<file path="config.mk">
export PLATFORM = sky130hd
export DESIGN_NAME = clk_div_detector_flat
export DESIGN_NICKNAME = d
export VERILOG_FILES = /design/src/rtl/clk_div_detector_pkg.sv /design/src/rtl/clk_div_detector_if.sv /design/src/rtl/clk_div_detector_sig_edge_detect.sv /design/src/rtl/clk_div_detector.sv /design/src/flat_wrapper.sv
export SDC_FILE = /design/constraint.sdc
export NUM_CORES = 1
export LEC_CHECK = 0
export BUFFER_PORTS_ARGS = -buffer_cell sky130_fd_sc_hd__clkbuf_2
export CORE_MARGIN = 1
export CORE_UTILIZATION = 61
export CTS_CLUSTER_DIAMETER = 200
export CTS_CLUSTER_SIZE = 16
export DETAILED_ROUTE_END_ITERATION = 10
export GPL_TIMING_DRIVEN = 0
export MAX_ROUTING_LAYER = met4
export PLACE_DENSITY = 0.9
export SYNTH_ARGS = -nofsm -noshare
export SYNTH_HDL_FRONTEND = slang
export SYNTH_SLANG_ARGS = --single-unit
export TNS_END_PERCENT = 20
</file>
<file path="constraint.sdc">
create_clock -name clk -period 3.5 [get_ports clk]
set_input_delay 0.175 -clock clk [delete_from_list [all_inputs] [get_ports clk]]
set_output_delay 0.175 -clock clk [all_outputs]
set_load 0.02 [all_outputs]
</file>
<file path="src/rtl/clk_div_detector_pkg.sv">
// -----------------------------------------------------------------------------
// clk_div_pkg
//   Shared types and constants for the divided-clock detector.
//   det_state_t : measurement FSM states
//   div_code_t  : divide-ratio classification reported on div_code
//   DIVn_PERIOD : nominal rise-to-rise periods of the recognised dividers
// -----------------------------------------------------------------------------
package clk_div_pkg;

  typedef enum logic [1:0] {
    IDLE = 2'd0,
    HIGH = 2'd1,
    LOW  = 2'd2
  } det_state_t;

  typedef enum logic [1:0] {
    DIV_NONE = 2'd0,
    DIV_2    = 2'd1,
    DIV_4    = 2'd2,
    DIV_6    = 2'd3
  } div_code_t;

  localparam int DIV2_PERIOD = 2;
  localparam int DIV4_PERIOD = 4;
  localparam int DIV6_PERIOD = 6;

endpackage

</file>
<file path="src/rtl/clk_div_detector_if.sv">
// -----------------------------------------------------------------------------
// clk_div_detector_if
//   Bundles the observed divided clock and the measurement results.
//   sig_in     : divided signal, synchronous to clk
//   period     : last rise-to-rise period (clk cycles)
//   high_time  : high cycles within that period
//   meas_valid : one-cycle pulse when period/high_time update
//   div_code   : 0=other, 1=div2, 2=div4, 3=div6
//   locked     : repeated identical measurements seen
//   timeout    : sticky stall indication
//   master = source/observer side, slave = detector side.
// -----------------------------------------------------------------------------
interface clk_div_detector_if #(
  parameter int CNT_W = 8
);
  logic             sig_in;
  logic [CNT_W-1:0] period;
  logic [CNT_W-1:0] high_time;
  logic             meas_valid;
  logic [1:0]       div_code;
  logic             locked;
  logic             timeout;

  modport master (
    output sig_in,
    input  period, high_time, meas_valid, div_code, locked, timeout
  );

  modport slave (
    input  sig_in,
    output period, high_time, meas_valid, div_code, locked, timeout
  );
endinterface

</file>
<file path="src/rtl/clk_div_detector_sig_edge_detect.sv">
// -----------------------------------------------------------------------------
// sig_edge_detect
//   Registers the previous sample of i_sig and flags rising/falling edges.
//   clk    : clock
//   resetn : synchronous, active-low reset
//   i_sig  : sampled signal
//   o_rise : i_sig is 1 now and was 0 last cycle
//   o_fall : i_sig is 0 now and was 1 last cycle
// -----------------------------------------------------------------------------
module sig_edge_detect (
  input  logic clk,
  input  logic resetn,
  input  logic i_sig,
  output logic o_rise,
  output logic o_fall
);

  logic r_sig_prev;

  // Reset value 1: a signal already high when reset releases is not a rise.
  always_ff @(posedge clk) begin
    if (!resetn) r_sig_prev <= 1'b1;
    else         r_sig_prev <= i_sig;
  end

  assign o_rise = i_sig & ~r_sig_prev;
  assign o_fall = ~i_sig & r_sig_prev;

endmodule

</file>
<file path="src/rtl/clk_div_detector.sv">
// -----------------------------------------------------------------------------
// clk_div_detector
//   Measures period and high time of a divided clock in clk cycles,
//   classifies div2/div4/div6 (50% duty), asserts lock after LOCK_CNT
//   identical measurements and flags a stalled input.
//   clk    : clock
//   resetn : synchronous, active-low reset
//   bus    : clk_div_detector_if.slave (sig_in in, measurement results out)
// -----------------------------------------------------------------------------
module clk_div_detector
  import clk_div_pkg::*;
#(
  parameter int CNT_W    = 8,
  parameter int LOCK_CNT = 3
) (
  input logic               clk,
  input logic               resetn,
  clk_div_detector_if.slave bus
);

  localparam int               MATCH_W = $clog2(LOCK_CNT + 1);
  localparam logic [MATCH_W-1:0] LOCK_M = MATCH_W'(LOCK_CNT);
  localparam logic [CNT_W-1:0] CNT_MAX = '1;
  localparam logic [CNT_W-1:0] P_DIV2  = CNT_W'(DIV2_PERIOD);
  localparam logic [CNT_W-1:0] P_DIV4  = CNT_W'(DIV4_PERIOD);
  localparam logic [CNT_W-1:0] P_DIV6  = CNT_W'(DIV6_PERIOD);

  // Nonzero only for exact 50% duty at one of the recognised periods.
  function automatic div_code_t classify(input logic [CNT_W-1:0] p,
                                         input logic [CNT_W-1:0] h);
    logic [CNT_W:0] h2;
    div_code_t      code;
    h2   = {h, 1'b0};
    code = DIV_NONE;
    if (h2 == {1'b0, p}) begin
      if      (p == P_DIV2) code = DIV_2;
      else if (p == P_DIV4) code = DIV_4;
      else if (p == P_DIV6) code = DIV_6;
    end
    return code;
  endfunction

  det_state_t       r_state;
  logic [CNT_W-1:0] r_cnt;
  logic [CNT_W-1:0] r_high_cap;
  logic [CNT_W-1:0] r_period;
  logic [CNT_W-1:0] r_high_time;
  logic             r_meas_valid;
  div_code_t        r_div_code;
  logic             r_locked;
  logic             r_timeout;
  logic [MATCH_W-1:0] r_match;
  logic             r_have_prev;

  logic             w_rise;
  logic             w_fall;
  logic             w_sat;
  logic             w_meas;
  logic             w_stall;
  logic             w_same;
  logic [MATCH_W-1:0] w_match_nxt;

  sig_edge_detect u_edge (
    .clk    (clk),
    .resetn (resetn),
    .i_sig  (bus.sig_in),
    .o_rise (w_rise),
    .o_fall (w_fall)
  );

  assign w_sat  = (r_cnt == CNT_MAX);
  assign w_meas = (r_state == LOW) && w_rise;
  // An edge that advances the FSM wins over saturation in the same cycle.
  assign w_stall = w_sat && (((r_state == HIGH) && !w_fall) ||
                             ((r_state == LOW)  && !w_rise));
  // r_period/r_high_time hold the previous pair; r_have_prev gates the
  // first measurement after IDLE, which always restarts the match count.
  assign w_same = r_have_prev && (r_cnt == r_period) &&
                  (r_high_cap == r_high_time);

  always_comb begin
    w_match_nxt = MATCH_W'(1);
    if (w_same) w_match_nxt = (r_match == LOCK_M) ? LOCK_M : r_match + 1'b1;
  end

  // Cycles since the last rise, saturating.
  always_ff @(posedge clk) begin
    if (!resetn)     r_cnt <= '0;
    else if (w_rise) r_cnt <= CNT_W'(1);
    else if (!w_sat) r_cnt <= r_cnt + 1'b1;
  end

  always_ff @(posedge clk) begin
    if (!resetn) begin
      r_state      <= IDLE;
      r_high_cap   <= '0;
      r_period     <= '0;
      r_high_time  <= '0;
      r_meas_valid <= 1'b0;
      r_div_code   <= DIV_NONE;
      r_locked     <= 1'b0;
      r_timeout    <= 1'b0;
      r_match      <= '0;
      r_have_prev  <= 1'b0;
    end else begin
      r_meas_valid <= 1'b0;
      if (w_meas) begin
        r_period     <= r_cnt;
        r_high_time  <= r_high_cap;
        r_meas_valid <= 1'b1;
        r_div_code   <= classify(r_cnt, r_high_cap);
        r_match      <= w_match_nxt;
        r_locked     <= (w_match_nxt == LOCK_M);
        r_have_prev  <= 1'b1;
        r_timeout    <= 1'b0;
        r_state      <= HIGH;
      end else if (w_stall) begin
        r_timeout    <= 1'b1;
        r_locked     <= 1'b0;
        r_match      <= '0;
        r_have_prev  <= 1'b0;
        r_state      <= IDLE;
      end else begin
        case (r_state)
          IDLE: if (w_rise) r_state <= HIGH;
          HIGH: if (w_fall) begin
                  r_high_cap <= r_cnt;
                  r_state    <= LOW;
                end
          LOW:  ;
          default: r_state <= IDLE;
        endcase
      end
    end
  end

  assign bus.period     = r_period;
  assign bus.high_time  = r_high_time;
  assign bus.meas_valid = r_meas_valid;
  assign bus.div_code   = r_div_code;
  assign bus.locked     = r_locked;
  assign bus.timeout    = r_timeout;

endmodule

</file>
<file path="src/flat_wrapper.sv">
// flat-port wrapper written by rule: the top's interface ports become plain ports
module clk_div_detector_flat import clk_div_pkg::*;
#(
  parameter int CNT_W    = 8,
  parameter int LOCK_CNT = 3
)
  (clk, resetn, bus_sig_in, bus_period, bus_high_time, bus_meas_valid, bus_div_code, bus_locked, bus_timeout);
  clk_div_detector_if #(.CNT_W(CNT_W)) bus_i ();
  input logic clk;
  input logic resetn;
  input wire logic [$bits(bus_i.sig_in)-1:0] bus_sig_in;
  output wire logic [$bits(bus_i.period)-1:0] bus_period;
  output wire logic [$bits(bus_i.high_time)-1:0] bus_high_time;
  output wire logic [$bits(bus_i.meas_valid)-1:0] bus_meas_valid;
  output wire logic [$bits(bus_i.div_code)-1:0] bus_div_code;
  output wire logic [$bits(bus_i.locked)-1:0] bus_locked;
  output wire logic [$bits(bus_i.timeout)-1:0] bus_timeout;
  assign bus_i.sig_in = bus_sig_in;
  assign bus_period = bus_i.period;
  assign bus_high_time = bus_i.high_time;
  assign bus_meas_valid = bus_i.meas_valid;
  assign bus_div_code = bus_i.div_code;
  assign bus_locked = bus_i.locked;
  assign bus_timeout = bus_i.timeout;
  clk_div_detector #(.CNT_W(CNT_W), .LOCK_CNT(LOCK_CNT)) u_core (.clk(clk), .resetn(resetn), .bus(bus_i));
endmodule
</file>
; After elaboration in Yosys (flattened, before gate mapping)
; Cells that the tools add are included.
[totals]
mem_bits_ro = 0
ff_bits = 43
inputBits = 3
mem_bits_rw = 0
out_inout_bits = 21
latch_bits = 0
memories = 0
elab_cells = 77
[classes]
n_mux = 19
shift = 0
n_mul = 0
addsub = 2
eq_ne = 17
n_div = 0
bitwise_logic = 8
reduce_logical = 17
order_cmp = 0
[op_table]
columns = cell, count
row1 = 2-bit two-way mux, 10
row2 = 8-bit by 3-bit == test with 1-bit output (second input constant), 2
row3 = 8-bit == test, 2
row4 = 9-bit by 8-bit == test with 1-bit output, 1
row5 = 8-bit by 1-bit adder with 8-bit output (second input constant), 1
row6 = 8-bit by 2-bit == test with 1-bit output (second input constant), 1
row7 = 8-bit == test (second input constant), 1
row8 = 1-bit two-way mux, 8
row9 = 4-bit by 1-bit inequality test with 1-bit output (second input constant), 2
row10 = 2-bit == test (second input constant), 3
row11 = 1-bit logical AND, 6
row12 = 2-bit by 1-bit inequality test with 1-bit output (second input constant), 3
row13 = 1-bit NOT, 6
row14 = 2-bit case mux with 3 select lines, 1
row15 = 3-bit AND reduction, 2
row16 = 4-bit AND reduction, 1
row17 = 2-bit OR reduction, 2
row18 = 3-bit by 1-bit inequality test with 1-bit output (second input constant), 1
row19 = 3-bit OR reduction, 1
row20 = 2-bit by 1-bit adder with 2-bit output (second input constant), 1
row21 = 1-bit bitwise AND, 2
row22 = 2-bit by 1-bit == test with 1-bit output (second input constant), 1
row23 = 1-bit zero test, 2
row24 = 2-bit zero test, 1
row25 = other kinds (2), 2

; Depth between registers and ports, before layout
; Gate-level depths: netlist (run 1).
[depth]
ltp_word = 8
mapped_depth = 7
depth_no_buf = 6

; Cells and area by module
; Synthesis (run 1) repeated with hierarchy kept, for this count alone.
[unflattened]
hier_cells = 230
hier_area_um2 = 1993.2
[by_module_without_submodules]
columns = mod, instances, seq_area_each_um2, cells_per_inst, area_each_um2
row1 = clk_div_detector, 1, 840.8, 226, 1954.4
row2 = sig_edge_detect, 1, 20.0, 4, 38.8

; Worst setup path after synthesis (run 1)
; No wires, ideal clock.
[synth_path]
path_type = flip-flop to flip-flop
start = register u_core.r_cnt[0]
end = register u_core.r_match[1]
setup_time_ns = 0.122
stages_incl_launch_ff = 7
slack_ns = 1.820
synth_period_minus_slack_ns = 1.680
n_path_buf = 0
t_arrival_ns = 1.559
t_required_ns = 3.378
cell_sequence = dfxtp_1 -> ha_1 -> nand4_2 -> nor2_4 -> o21ai_2 -> nor2b_1 -> a221o_1
[synth_via]
elab_chain_len = 5
elab_cells_between_ends = 8
classes_between = 2 x eq/ne / 2 x mux / 4 x reduce/logical
[synth_lines]
columns = element, line_no
row1 = start: declaration, clk_div_detector.sv:44  ; logic [CNT_W-1:0] r_cnt;
row2 = start signal: assignment, clk_div_detector.sv:90  ; else if (!w_sat) r_cnt <= r_cnt + 1'b1;
row3 = 8-bit == test, clk_div_detector.sv:78  ; assign w_same = r_have_prev && (r_cnt == r_period) &&
row4 = 1-bit logical AND (2 in a row), clk_div_detector.sv:78
row5 = 2-bit two-way mux, clk_div_detector.sv:83  ; if (w_same) w_match_nxt = (r_match == LOCK_M) ? LOCK_M : r_match + 1'b1;
row6 = 2-bit two-way mux, clk_div_detector.sv:107  ; if (w_meas) begin
row7 = end signal: assignment, clk_div_detector.sv:112  ; r_match <= w_match_nxt;
row8 = end: declaration, clk_div_detector.sv:52  ; logic [MATCH_W-1:0] r_match;
; Parallel ways exist; a longest one is shown, timed or not.
; A chain may end at the register's enable or synchronous reset.

; Worst setup path after layout (run 1)
; Ends and elaborated chain as after synthesis.

==> out/results.ini, run 1 <==
[detailed_routing]
drtIter0Drc = 81
routed_wl_mm = 4.14
first_pass_iters = 5
drcViolationCount = 0
route.antenna.remaining_nets = 0
vias = 1664
via_per_inst = 5.39
wl_per_cell_um = 13.4

[floorplanning]
die_h_um = 59.6
dieWidth_um = 59.6
initial_core_util = 0.652
placementRows = 20
die-area_um2 = 3550
coreArea_um2 = 3100
ios = 24

[worst_setup_path]
endpoint_kind = register
r2r_start = u_core.r_cnt[0]
rr_worst_depth = 6
reg2reg_slack_ps = 1530
path_cells = ha_1 -> nand4_2 -> nor2_4 -> o21ai_2 -> nor2b_1 -> a221o_1
cp_max_fo = 7
cp-startpoint = u_core.r_cnt[0]
start_kind = register
r2r-end = u_core.r_match[1]
cpPeakStageDelay_ps = 510
crit_arrival_ps = 2240
crit_end = u_core.r_match[1]
cp.required_ps = 3760
crit_type = register to register
slowest_stage = dfxtp_1

[place]
dp.cells = 301
dp_hpwl_mm = 2.96
place_area_um2 = 2190
gp_congestion = 0.860
pre_cts_slack_ps = 1550
io_buffers = 23

[synth]
synth-edff-count = 0
synthDistinctLibCells = 46
synth_xor_area_frac = 0.0909
synth_warnings = 0
syn-num-nets = 240
yosys.area_share.simple = 0.253
yosys.area_share.adder = 0.0185
synthMuxAreaShare = 0.00989
synth_top_family_by_area = simple AND/OR/NAND/NOR gates
async_flop_share = 0
synth_area_um2 = 2020
ys.flop_type = dfxtp_1
synth_top_area_share = 0.425
syn_area_per_cell_um2 = 8.65
synth.area.top_cells = dfxtp_1 (43%), nand2_1 (10%), a21boi_0 (7.8%), xnor2_1 (6.5%), xor2_1 (2.6%)
yosys.area.top_type = dfxtp_1
ys_seq_area_frac = 0.425
synth-seq-cells = 43
synthCells = 234
synth_compound_area_frac = 0.149

[cts]
htree_levels = 2
ctsHoldBuffers = 0
cts_resized = 0
cts.sinks = 43
cts_root_buffer = clkbuf_4
clock_latency_ps = 360
ctsLongestPathBuffers = 2
path_clk_slew_ps = 120
cts_tree = built
cts_buffers = 5
post_cts_buffers = 0

[flow_run]
maxCapViolations = 0

[power]
switching_share = 0.210
powerDensity_nw_per_um2 = 407
p_switching_mw = 0.196
internal_power_mw = 0.738
total_power_mw = 0.934
max-vdd-ir-drop_mv = 0.332
power_leakage_nw = 0.893
clkPwrFrac = 0.412
power_frac_seq = 0.535
p_comb_frac = 0.053

[finish]
drive_gt1_frac = 0.177
utilization = 0.740
layout.cells.non_filler = 309
finalNetCount = 270
mostFrequentLayoutCell = nand2_1
postLayoutCellArea_um2 = 2300
areaGrowthSynthToFinish_pct = 13.4
mostFrequentLayoutCells = nand2_1 (56), dfxtp_1 (43), clkbuf_2 (23)
diodes = 0

[hold_path]
hold_path.class = input pin to register

[global_route]
met3_usage = 0.0677
track_usage = 0.272
overflow = 0
grt_pass1_wl_mm = 6.72
antenna_found_initial = 0
globalRouteMet1Util = 0.344
grt_use_met2 = 0.406
grt_pass1_vias = 1434
grt_max_degree = 14
top_usage_layer = met2

[timing]
finalSetupViolCount = 0
max_slew_margin = 0.603
post-route-min-period_ps = 1970
fin_ws_ps = 1530
holdWs_ps = 36.5
slew_viol_final = 0
post-route-period-util = 0.564
setup-tns-final_ps = 0
finalHoldViolations = 0
tightest_slew_ps = 590
finalClockSkew_ps = 13.4
fmax_mhz = 507
grt_setup_unrepaired = no

[status]
status = finished, final reports clean

[cell families (layout without fill, tap and decap cells)]
logic type | count (synthesis) | after routing
and+or+nand+nor | 103 | 103
buffers and inverters | 21 | 52
DFF | 43 | 43
muxes | 2 | 2
adders and majority gates | 3 | 3
AOI/OAI and AO/OA | 41 | 41
xor gates and xnor gates | 21 | 21
[sequential cells by signal, indices dropped and copies added (netlist names)]
name,count
u_core.u_edge.r_sig_prev,1
u_core.r_cnt,8
u_core.r_match,2
u_core.bus.locked,1
u_core.bus.period,8
u_core.bus.timeout,1
u_core.bus.high_time,8
u_core.bus.div_code,2
u_core.r_high_cap,8
u_core.bus.meas_valid,1
u_core.r_state,2
u_core.r_have_prev,1
[worst max-delay path, delay by kind of cell (launching register included)]
kind | cells | cell delay (ps)
and+or+nand+nor | 3 | 620
DFF | 1 | 510
AOI/OAI and AO/OA | 2 | 450
adders and majority gates | 1 | 280
[synthesized netlist by cell type (3+ instances only)]
library cell,n
nor4_1,3
buf_2,5
nand4_1,3
inv_1,5
nand2_1,56
a21oi_1,4
clkbuf_1,5
ha_1,3
buf_4,4
nor3_1,5
nor2b_1,4
a21boi_1,6
xor2_1,6
nor2_1,8
a21boi_0,21
nand2b_1,3
dfxtp_1,43
xnor2_1,15
nand3_1,4
[worst min path at each step]
stage	start	endpoint	slack (ps)	cells after the start
6_report	bus_sig_in	u_core.u_edge.r_sig_prev	40	2
5_1_grt	bus_sig_in	u_core.u_edge.r_sig_prev	40	2
4_1_cts	bus_sig_in	u_core.u_edge.r_sig_prev	20	2
3_5_place_dp	bus_sig_in	u_core.u_edge.r_sig_prev	410	2
3_3_place_gp	bus_sig_in	u_core.u_edge.r_sig_prev	400	2
2_1_floorplan	bus_sig_in	u_core.u_edge.r_sig_prev	280	1
[power by group through the flow]
stage                     clock network (mW)  logic (mW)  registers, mW
final                                  0.384      0.0499          0.500
after global routing                   0.412      0.0541          0.500
after CTS                              0.394      0.0497          0.499
after detailed placement                   0      0.0490          0.510
after global placement                     0      0.0476          0.510
after floorplan                            0      0.0368          0.509
[routing by layer]
| metal | vias up | share of wire | wire [um] |
|---|---|---|---|
| li1 | 843 | - | - |
| met1 | 773 | 0.45 | 1880 |
| met2 | 41 | 0.48 | 2000 |
| met3 | 7 | 0.051 | 211 |
| met4 | 0 | 0.013 | 52 |
| met5 | - | 0 | 0 |
[layout make-up]
class,instances,area (um^2)
multi-input combinational,170,1050
sequential,43,861
fill,262,807
timing repair buffer,23,115
buffer,15,85.1
clock inverter,2,60.1
tap,44,55.1
clock buffer,6,41.3
inverter,6,23.8
(Power assumes the default switching activity.)
==> run 2, diff against run 1 <==
CORE_UTILIZATION = 57   (was 61)
PLACE_DENSITY = 0.85   (was 0.9)
clock period = 1.9 ns   (was 3.5 ns; I/O delays follow)
==> run 2 against run 1 <==
Compared with the run above: clock power grew 20%; cell count grew 1.3%; global-route usage shrank 1.2 points; final area decreased by 0.71%; highest routed layer unchanged; routed wire length is 1.8% higher; non-clock buffer count rose by 3; critical endpoint unchanged; critical path type unchanged; sequential cell count unchanged; maximum frequency up 10%; first-iteration DRC count fell by 37%.
==> out/results.ini, run 2 (synthesized netlist as in run 1, its figures left out) <==
[place]
pre_cts_slack_ps = 17.3  ; -1530 ps
place_area_um2 = 2200  ; +0.11%
dp_hpwl_mm = 2.97  ; +0.55%
io_buffers = 23  ; unchanged
gp_congestion = 0.791  ; -8.1%
dp.cells = 303  ; +0.66%

[floorplanning]
dieWidth_um = 61.6  ; +3.3%
die_h_um = 61.6  ; +3.3%
die-area_um2 = 3790  ; +6.8%
placementRows = 21  ; +5.0%
coreArea_um2 = 3360  ; +8.4%
initial_core_util = 0.602  ; -0.0505
ios = 24  ; unchanged

[worst_setup_path]
rr_worst_depth = 6  ; unchanged
reg2reg_slack_ps = 110  ; -1420 ps
crit_type = register to register
r2r-end = u_core.r_match[1]
cp_max_fo = 7  ; unchanged
crit_arrival_ps = 2060  ; -180 ps
r2r_start = u_core.r_cnt[0]
cp.required_ps = 2160  ; -1600 ps
start_kind = register
endpoint_kind = register

[timing]
fin_ws_ps = 108  ; -1420 ps
finalClockSkew_ps = 5.29  ; -8.11 ps
post-route-min-period_ps = 1790  ; -182 ps
tightest_slew_ps = 602  ; +11.7 ps
finalSetupViolCount = 0  ; unchanged
grt_setup_unrepaired = no
post-route-period-util = 0.943  ; +0.379
setup-tns-final_ps = 0  ; unchanged
finalHoldViolations = 0  ; unchanged
fmax_mhz = 558  ; +10%
slew_viol_final = 0  ; unchanged
max_slew_margin = 0.595  ; -0.00789

[power]
total_power_mw = 1.47  ; +58%
powerDensity_nw_per_um2 = 647  ; +59%
power_leakage_nw = 0.890  ; -0.35%
max-vdd-ir-drop_mv = 0.490  ; +48%

[detailed_routing]
wl_per_cell_um = 13.5  ; +0.54%
via_per_inst = 5.37  ; -0.33%
routed_wl_mm = 4.21  ; +1.8%
drtIter0Drc = 51  ; -37%
vias = 1680  ; +0.96%
dr_wl_met2_mm = 1.99  ; -0.40%
met1_length_mm = 1.95  ; +4.1%
route.antenna.remaining_nets = 0  ; unchanged
wl_met3_um = 193  ; -8.5%
routed.top_layer = met4
drcViolationCount = 0  ; unchanged
first_pass_iters = 4  ; -1

[finish]
fillers = 287  ; +9.5%
mostFrequentLayoutCells = nand2_1 (56), dfxtp_1 (42), clkbuf_2 (23)
drive_gt1_frac = 0.187  ; +0.00991
layout.cells.non_filler = 313  ; +1.3%
mostFrequentLayoutCell = nand2_1
finalNetCount = 273  ; +1.1%
postLayoutCellArea_um2 = 2280  ; -0.71%
areaGrowthSynthToFinish_pct = 12.6
diodes = 0  ; unchanged

[global_route]
grt_pass1_vias = 1439  ; +0.35%
track_usage = 0.260  ; -0.0117
antenna_found_initial = 0  ; unchanged
grt_pass1_wl_mm = 6.78  ; +0.82%
grt_max_degree = 13  ; -1
overflow = 0  ; unchanged

[cts]
cts.sinks = 43  ; unchanged
cts_root_buffer = clkbuf_4
cts_tree = built
ctsLongestPathBuffers = 2  ; unchanged
path_clk_slew_ps = 120  ; about the same
htree_levels = 2  ; unchanged
cts_buffers = 5  ; unchanged
clock_latency_ps = 360  ; about the same

[hold_path]
hold_depth = 3  ; +1
hold_path_end = u_core.bus.timeout
hold_path.class = input pin to register
min_from = resetn

[status]
status = finished, final reports clean

[flow_run]
maxCapViolations = 0  ; unchanged

## run 2: metrics by stage
stage,utilization,hold slack (ps)
2_1_floorplan,-,196
3_3_place_gp,0.653,323
3_5_place_dp,0.653,330
4_1_cts,0.673,21.6
5_1_grt,0.678,37.2
6_report,0.678,35.3
## run 2: how the worst max path moves through the flow
stage	from	end	slack (ps)	depth (start not counted)
after CTS	u_core.r_cnt[0]	u_core.r_match[1]	90	6
after global placement	u_core.r_cnt[0]	u_core.r_match[1]	-20	6
after detailed placement	u_core.r_cnt[0]	u_core.r_match[1]	20	6
after floorplan	u_core.r_cnt[0]	u_core.r_match[1]	220	6
final	u_core.r_cnt[0]	u_core.r_match[1]	110	6
after global routing	u_core.r_cnt[4]	u_core.r_match[0]	6	6
## run 2: timing repair
action / in CTS / in global routing
hold buffers: 1 / 0
cloned: 0 / 0
endpoints found under the setup margin: 1 / 1
endpoints found under the hold margin: 1 / 0
resized for setup: 1 / 0
buffers inserted: 0 / 2
pin swaps: 0 / 1
## run 2: layout make-up
type	count	area, um^2	area share
Sequential cell	43	862	0.378
Clock buffer	6	51.3	0.0225
Timing Repair Buffer	26	140	0.0615
Clock inverter	1	5.00	0.00220
Inverter	6	23.8	0.0104
Multi-Input combinational cell	170	1050	0.463
Buffer	15	85.1	0.0373
Tap cell	46	57.6	0.0252
## run 2: layer usage
metal	global-route usage	up-vias
met5	-	-
li1	-	849
met2	0.410	37
met3	0.0630	8
met4	0.0952	0
met1	0.323	786
## run 2: power breakdown
group	switching [mW]	total, mW	internal (mW)	leakage [nW]
clock	0.291	0.462	0.172	0.0341
sequential	0.00971	0.920	0.910	0.347
combinational	0.0524	0.0929	0.0405	0.508
total	0.353	1.47	1.12	0.890
## run 2: worst max-delay path, stage by stage, from the launching register on
cell	delay, ps
dfxtp_2	420
ha_1	250
nand4_2	200
nor2_4	210
o21ai_2	90
nor2b_1	170
a221o_1	350
